==> config.mk <==
export PLATFORM = sky130hd
export DESIGN_NAME = ahb_default_slave_ext
export DESIGN_NICKNAME = d
export VERILOG_FILES = /design/src/rtl/ahb_pkg.sv /design/src/rtl/ahb_defslv_log.sv /design/src/rtl/ahb_default_slave_ext.sv
export SDC_FILE = /design/constraint.sdc
export NUM_CORES = 1
export LEC_CHECK = 0
export CAP_MARGIN = 20
export CORE_MARGIN = 1.5
export CORE_UTILIZATION = 25
export CTS_BUF_LIST = sky130_fd_sc_hd__clkbuf_2
export DETAILED_ROUTE_END_ITERATION = 6
export MAX_ROUTING_LAYER = met4
export PLACE_DENSITY = 0.8
export RECOVER_POWER = 25
export SLEW_MARGIN = 20
export SYNTH_ARGS = -nofsm -noshare
export SYNTH_HDL_FRONTEND = slang
export SYNTH_SLANG_ARGS = --single-unit
==> constraint.sdc <==
create_clock -name HCLK -period 1.8 [get_ports HCLK]
set_input_delay 0.18 -clock HCLK [delete_from_list [all_inputs] [get_ports HCLK]]
set_output_delay 0.18 -clock HCLK [all_outputs]
set_load 0.01 [all_outputs]
==> src/rtl/ahb_pkg.sv <==
// ahb_pkg
// Shared AHB encodings and the default-slave state type.
//   - HTRANS encodings (IDLE, BUSY, NONSEQ, SEQ)
//   - HRESP encodings (OKAY, ERROR)
//   - defslv_state_e : default-slave FSM states
package ahb_pkg;

  localparam logic [1:0] HTRANS_IDLE   = 2'b00;
  localparam logic [1:0] HTRANS_BUSY   = 2'b01;
  localparam logic [1:0] HTRANS_NONSEQ = 2'b10;
  localparam logic [1:0] HTRANS_SEQ    = 2'b11;

  localparam logic [1:0] HRESP_OKAY  = 2'b00;
  localparam logic [1:0] HRESP_ERROR = 2'b01;

  typedef enum logic [1:0] {
    ST_IDLE  = 2'd0,
    ST_WAIT  = 2'd1,
    ST_RESP1 = 2'd2,
    ST_RESP2 = 2'd3
  } defslv_state_e;

endpackage

==> src/rtl/ahb_defslv_log.sv <==
// ahb_defslv_log
// Diagnostic log for unmapped AHB accesses: capture of the last access,
// saturating access counter and sticky interrupt.
// Ports:
//   clk, rst_n       : clock, asynchronous active-low reset
//   log_valid        : an access was accepted this cycle
//   log_addr/master/write : address-phase values of that access
//   clr              : one-cycle clear of counter and interrupt
//   cnt, irq         : saturating count, sticky interrupt
//   addr, master, write : values of the last logged access
module ahb_defslv_log #(
  parameter int ADDR_W = 32,
  parameter int MST_W  = 4,
  parameter int CNT_W  = 8
) (
  input  logic              clk,
  input  logic              rst_n,
  input  logic              log_valid,
  input  logic [ADDR_W-1:0] log_addr,
  input  logic [MST_W-1:0]  log_master,
  input  logic              log_write,
  input  logic              clr,
  output logic [CNT_W-1:0]  cnt,
  output logic              irq,
  output logic [ADDR_W-1:0] addr,
  output logic [MST_W-1:0]  master,
  output logic              write
);

  localparam logic [CNT_W-1:0] CNT_MAX = '1;

  logic [CNT_W-1:0]  cnt_q, cnt_d;
  logic              irq_q, irq_d;
  logic [ADDR_W-1:0] addr_q, addr_d;
  logic [MST_W-1:0]  master_q, master_d;
  logic              write_q, write_d;

  // A new event beats a coincident clear: the counter restarts at 1 and
  // the interrupt stays raised.
  always_comb begin
    cnt_d    = cnt_q;
    irq_d    = irq_q;
    addr_d   = addr_q;
    master_d = master_q;
    write_d  = write_q;
    if (log_valid) begin
      addr_d   = log_addr;
      master_d = log_master;
      write_d  = log_write;
      irq_d    = 1'b1;
      if (clr)
        cnt_d = CNT_W'(1);
      else if (cnt_q != CNT_MAX)
        cnt_d = cnt_q + CNT_W'(1);
    end else if (clr) begin
      cnt_d = '0;
      irq_d = 1'b0;
    end
  end

  always_ff @(posedge clk or negedge rst_n) begin
    if (!rst_n) begin
      cnt_q    <= '0;
      irq_q    <= 1'b0;
      addr_q   <= '0;
      master_q <= '0;
      write_q  <= 1'b0;
    end else begin
      cnt_q    <= cnt_d;
      irq_q    <= irq_d;
      addr_q   <= addr_d;
      master_q <= master_d;
      write_q  <= write_d;
    end
  end

  assign cnt    = cnt_q;
  assign irq    = irq_q;
  assign addr   = addr_q;
  assign master = master_q;
  assign write  = write_q;

endmodule

==> src/rtl/ahb_default_slave_ext.sv <==
// ahb_default_slave_ext
// AHB default slave for the decoder's unmapped select line. Answers every
// NONSEQ/SEQ transfer with a two-cycle ERROR (ERR_RESP=1) or an OKAY
// read-as-zero/write-ignored response (ERR_RESP=0), after WAIT_CYCLES
// wait states.
// Optional build macro AHB_DEFSLV_LOG_EN: when defined, unmapped accesses
// are logged (err_* outputs); otherwise err_* are tied to 0 and err_clr is
// ignored.
// Ports:
//   HCLK, HRESETn           : clock, asynchronous active-low reset
//   HSEL, HADDR, HTRANS, HWRITE, HMASTER, HREADY : AHB address phase
//   HREADYOUT, HRESP, HRDATA : AHB response (HRDATA always 0)
//   err_clr                 : clear pulse for err_cnt / err_irq
//   err_irq, err_cnt, err_addr, err_master, err_write : diagnostic log
module ahb_default_slave_ext #(
  parameter int ADDR_W      = 32,
  parameter int DATA_W      = 32,
  parameter int MST_W       = 4,
  parameter int WAIT_CYCLES = 0,
  parameter int ERR_RESP    = 1,
  parameter int CNT_W       = 8
) (
  input  logic              HCLK,
  input  logic              HRESETn,
  input  logic              HSEL,
  input  logic [ADDR_W-1:0] HADDR,
  input  logic [1:0]        HTRANS,
  input  logic              HWRITE,
  input  logic [MST_W-1:0]  HMASTER,
  input  logic              HREADY,
  output logic              HREADYOUT,
  output logic [1:0]        HRESP,
  output logic [DATA_W-1:0] HRDATA,
  input  logic              err_clr,
  output logic              err_irq,
  output logic [CNT_W-1:0]  err_cnt,
  output logic [ADDR_W-1:0] err_addr,
  output logic [MST_W-1:0]  err_master,
  output logic              err_write
);
  import ahb_pkg::*;

  generate
    if (WAIT_CYCLES < 0 || WAIT_CYCLES > 15) begin : g_bad_wait
      $error("ahb_default_slave_ext: WAIT_CYCLES must be in 0..15");
    end
  endgenerate

  localparam logic [3:0] WAIT_LIM = 4'(WAIT_CYCLES);
  localparam defslv_state_e RESP_ST  = (ERR_RESP != 0) ? ST_RESP1 : ST_RESP2;
  localparam defslv_state_e ENTRY_ST = (WAIT_CYCLES > 0) ? ST_WAIT : RESP_ST;

  defslv_state_e state_q, state_d;
  logic [3:0]    wait_cnt_q, wait_cnt_d;
  logic          hreadyout_q, hreadyout_d;
  logic [1:0]    hresp_q, hresp_d;
  logic          accept;

  // Outputs are decoded from the next state and registered, so HREADYOUT
  // and HRESP never depend combinationally on the bus inputs.
  always_comb begin
    accept     = HSEL & HREADY & HTRANS[1] &
                 ((state_q == ST_IDLE) || (state_q == ST_RESP2));
    state_d    = state_q;
    wait_cnt_d = wait_cnt_q;
    case (state_q)
      ST_IDLE, ST_RESP2: begin
        if (accept) begin
          state_d    = ENTRY_ST;
          wait_cnt_d = (ENTRY_ST == ST_WAIT) ? 4'd1 : 4'd0;
        end else begin
          state_d    = ST_IDLE;
          wait_cnt_d = 4'd0;
        end
      end
      ST_WAIT: begin
        if (wait_cnt_q == WAIT_LIM) begin
          state_d    = RESP_ST;
          wait_cnt_d = 4'd0;
        end else begin
          wait_cnt_d = wait_cnt_q + 4'd1;
        end
      end
      ST_RESP1: state_d = ST_RESP2;
      default:  state_d = ST_IDLE;
    endcase
    hreadyout_d = !((state_d == ST_WAIT) || (state_d == ST_RESP1));
    hresp_d     = ((state_d == ST_RESP1) ||
                   ((state_d == ST_RESP2) && (ERR_RESP != 0))) ? HRESP_ERROR : HRESP_OKAY;
  end

  always_ff @(posedge HCLK or negedge HRESETn) begin
    if (!HRESETn) begin
      state_q     <= ST_IDLE;
      wait_cnt_q  <= 4'd0;
      hreadyout_q <= 1'b1;
      hresp_q     <= HRESP_OKAY;
    end else begin
      state_q     <= state_d;
      wait_cnt_q  <= wait_cnt_d;
      hreadyout_q <= hreadyout_d;
      hresp_q     <= hresp_d;
    end
  end

  assign HREADYOUT = hreadyout_q;
  assign HRESP     = hresp_q;
  assign HRDATA    = '0;

  // HTRANS[0] only distinguishes NONSEQ from SEQ, which are handled alike.
  logic unused_htrans0;
  assign unused_htrans0 = HTRANS[0];

`ifdef AHB_DEFSLV_LOG_EN
  ahb_defslv_log #(
    .ADDR_W(ADDR_W),
    .MST_W (MST_W),
    .CNT_W (CNT_W)
  ) u_log (
    .clk       (HCLK),
    .rst_n     (HRESETn),
    .log_valid (accept),
    .log_addr  (HADDR),
    .log_master(HMASTER),
    .log_write (HWRITE),
    .clr       (err_clr),
    .cnt       (err_cnt),
    .irq       (err_irq),
    .addr      (err_addr),
    .master    (err_master),
    .write     (err_write)
  );
`else
  assign err_cnt    = '0;
  assign err_irq    = 1'b0;
  assign err_addr   = '0;
  assign err_master = '0;
  assign err_write  = 1'b0;

  logic unused_log_inputs;
  assign unused_log_inputs = ^{err_clr, HADDR, HMASTER, HWRITE};
`endif

endmodule

==> reports/results.md, run 1 <==
Outcome
- **status** finished clean

Worst setup path
- **kind of start point of the critical path** register
- **endpoint type of the worst setup path** register
- **maximum net fanout on the critical path** 4
- **WP data arrival** 1.83 ns
- **stage delay of the slowest cell on the critical path** 0.38 ns
- **critical path required time** 1.94 ns
- **CP cell instances** inv_1 -> ha_1 -> or3b_4 -> a31oi_1 -> or2_1 -> ha_1 -> or2_2
- **worst reg-to-reg setup slack** 0.11 ns
- **most used cell along the critical path** sky130_fd_sc_hd__ha_1
- **worst-path cell with the longest stage delay** sky130_fd_sc_hd__dfrtp_1
- **Crit Path Class** reg2reg

Power
- **maximum ir drop on the vdd rail** 0.203 mV
- **pwr/cell area** 477 mW/mm^2
- **Leakage** 0.523 nW

Global route
- **overall fraction of global-route tracks in use** 4.91%
- **Overflow after GRT** 0
- **busiest grt layer** met2
- **pin count of the biggest net entering global routing** 9
- **met1 track demand over resource** 5.05%
- **routing usage on met3** 2.00%
- **wire length of the first global-routing pass** 1.54 mm
- **number of global-route vias before repair** 371
- **number of antenna violations at the first check in global routing** 0
- **met2 track demand over resource** 7.67%

STA
- **Final Slew Violations** 0
- **final critical-path required period** 1.69 ns
- **post-route clock skew** 0.0127 ns
- **Final setup viols** 0
- **setup repair after global routing missed its margin** no
- **final count of hold timing violations** 0
- **ratio of final minimum period to clock period** 94.2%
- **final setup TNS** 0 ns
- **maximum clock rate** 0.590 GHz

Die
- **vertical die dimension** 67.2 um
- **Chip Width** 67.2 um
- **Boundary Pins** 125
- **Die Footprint** 0.00452 mm^2
- **starting density of the core** 26.0%
- **standard cell core area** 0.00397 mm^2
- **Std-Cell Rows** 23

Min path
- **HP Class** in2async

Yosys
- **fraction of post-synthesis cell area in the top cell type by area** 57.5%
- **top-count cell post-synth** sky130_fd_sc_hd__buf_4
- **post-synth cell types** 21
- **proportion of register bits with asynchronous set or reset after synthesis** 100%
- **Warnings, synthesis** 0
- **synthesized area divided by synthesized cell count** 8.38 um^2
- **share of synthesized area occupied by flip-flops and latches** 19.5%
- **cell taking the most area after synthesis** sky130_fd_sc_hd__buf_4
- **Synth top cells by count** sky130_fd_sc_hd__buf_4 (79), sky130_fd_sc_hd__dfrtp_1 (7), sky130_fd_sc_hd__ha_1 (6)
- **top flip-flop cell by instance count after synthesis** sky130_fd_sc_hd__dfrtp_1
- **flop and latch count out of synthesis** 8
- **number of synthesized flops with an enable pin** 0
- **Post-Syn Instances** 123
- **post-synthesis cell area** 0.00103 mm^2
- **ranking of synthesized cells by area** sky130_fd_sc_hd__buf_4 (58%), sky130_fd_sc_hd__dfrtp_1 (17%), sky130_fd_sc_hd__ha_1 (7.3%), sky130_fd_sc_hd__dfstp_2 (2.5%), sky130_fd_sc_hd__o21ai_0 (1.9%)

Flow run
- **max-cap check violation count** 0

Place
- **post-detailed-placement half-perimeter wirelength** 931 um
- **count of buffers from port buffering** 6
- **instance area after placement** 861 um^2
- **Final GP Congestion** 0.665

Clocking
- **total number of clock tree sinks** 8
- **number of buffers on the longest clock path** 2
- **later-pin clock latency in the skew report** 0.24 ns
- **number of buffers created by CTS** 3
- **buffer type at the clock tree root** sky130_fd_sc_hd__clkbuf_2
- **clock-pin slew reported for the worst setup and hold paths after clock tree synthesis** 0.09 ns
- **count of H-tree levels built during CTS** 1
- **CTS tree** built

Cells and area
- **post-layout instance area** 911 um^2
- **nets** 186
- **Area Overhead vs Synth** -11.7%
- **ratio of cells with drive above 1 in the final layout** 8.89%
- **diodes inserted** 0

Drt
- **Via-to-Cell Ratio** 2.90
- **Initial DRT Pass Iterations** 4
- **wire length per cell** 5.99 um
- **starting DRC count in detailed routing** 2
- **DR DRC count** 0
- **number of routed nets with antenna violations** 0
- **total number of vias** 536
- **final WL** 1.11 mm

[critical path, delay by kind of cell (launching register included)]
family / cells / cell delay [ns]
AO/OA/AOI/OAI: 1 / 0.10
adder cells (fa/ha/maj): 2 / 0.34
buffers and inverters: 1 / 0.05
flip-flops: 1 / 0.38
AND/OR/NAND/NOR: 3 / 0.71
[through the flow]
stage	cells	power, mW	util, %	hold slack (ns)	setup slack (ns)
floorplan	201	0.409	-	-0.116	0.128
CTS	183	0.436	22.2	0.206	0.0783
global route	185	0.468	22.9	0.286	0.0129
global placement	179	0.304	21.7	0.486	0.0933
finish	185	0.434	22.9	0.268	0.105
detailed placement	179	0.307	21.7	0.487	0.0804
[layer usage]
| layer | vias up | share of wire [%] |
|---|---|---|
| met2 | 47 | 52 |
| met3 | 2 | 13 |
| met4 | 0 | 0.90 |
| li1 | 249 | - |
| met1 | 238 | 33 |
| met5 | - | 0 |
[cell usage in the layout, fill, tap and decap left out, drive strengths merged, types with 3 or more instances in the layout]
cell,count
ha,6
o21ai,4
clkdlybuf4s50,5
inv,5
nand2,3
dfrtp,7
clkbuf,4
conb,79
buf,3
[worst paths after layout]
path / endpoint / from / depth (start not counted)
min in group HCLK: wait_cnt_q[1]$_DFFE_PN0P_ / wait_cnt_q[1]$_DFFE_PN0P_ / 2
max reg2reg: HRESP[0]$_DFF_PN0_ / wait_cnt_q[1]$_DFFE_PN0P_ / 7
max in group asynchronous: HREADYOUT$_DFF_PN1_ / HRESETn / 1
max: HRESP[0]$_DFF_PN0_ / wait_cnt_q[1]$_DFFE_PN0P_ / 7
min: wait_cnt_q[2]$_DFFE_PN0P_ / HRESETn / 1
min reg2reg: wait_cnt_q[1]$_DFFE_PN0P_ / wait_cnt_q[1]$_DFFE_PN0P_ / 2
[cell families (layout without fill, tap and decap cells)]
logic type               count (synthesis)  count (layout)  synth area share [%]
flip-flops                               8               8                  19.5
AND/OR/NAND/NOR                         15              15                  8.25
other                                    1              79                 0.364
buffers and inverters                   84              18                  59.3
AO/OA/AOI/OAI                            9               9                  5.22
adder cells (fa/ha/maj)                  6               6                  7.28
[final cells by class]
class | instances | area [um^2]
repair buffers | 9 | 82.6
fillers | 450 | 3060
inverters | 5 | 18.8
well taps | 50 | 62.6
multi-input cells | 109 | 526
flip-flops and latches | 8 | 201
clock buffers | 4 | 20.0
[what timing repair did]
item,CTS,global route
setup endpoints to repair,0,1
buffers inserted,0,2
hold buffers,0,0
gates resized for setup,0,2
[report_power, final]
group | switching (mW) | internal [mW] | leakage (nW)
registers | 0.00316 | 0.187 | 0.107
clock network | 0.0671 | 0.0590 | 0.0166
logic | 0.0928 | 0.0256 | 0.400
total | 0.163 | 0.271 | 0.523
[registers in the layout (all words and copies together), names as in the netlist]
name,flops
HRESP,1
state_q,2
HREADYOUT,1
wait_cnt_q,4
No activity file was read; power rests on OpenSTA's default activity.
==> run 2: changes to the inputs <==
--- a/config.mk
+++ b/config.mk
@@ -13,7 +13,8 @@
 export MAX_ROUTING_LAYER = met4
 export PLACE_DENSITY = 0.8
 export RECOVER_POWER = 25
-export SLEW_MARGIN = 20
+export SKIP_CTS_REPAIR_TIMING = 1
 export SYNTH_ARGS = -nofsm -noshare
 export SYNTH_HDL_FRONTEND = slang
+export SYNTH_HIERARCHICAL = 1
 export SYNTH_SLANG_ARGS = --single-unit
==> results of run 2 <==
Final layout, timing and power as in run 1 (identical DEF).
Main changes from that run: Yosys warning count 0 -> 6
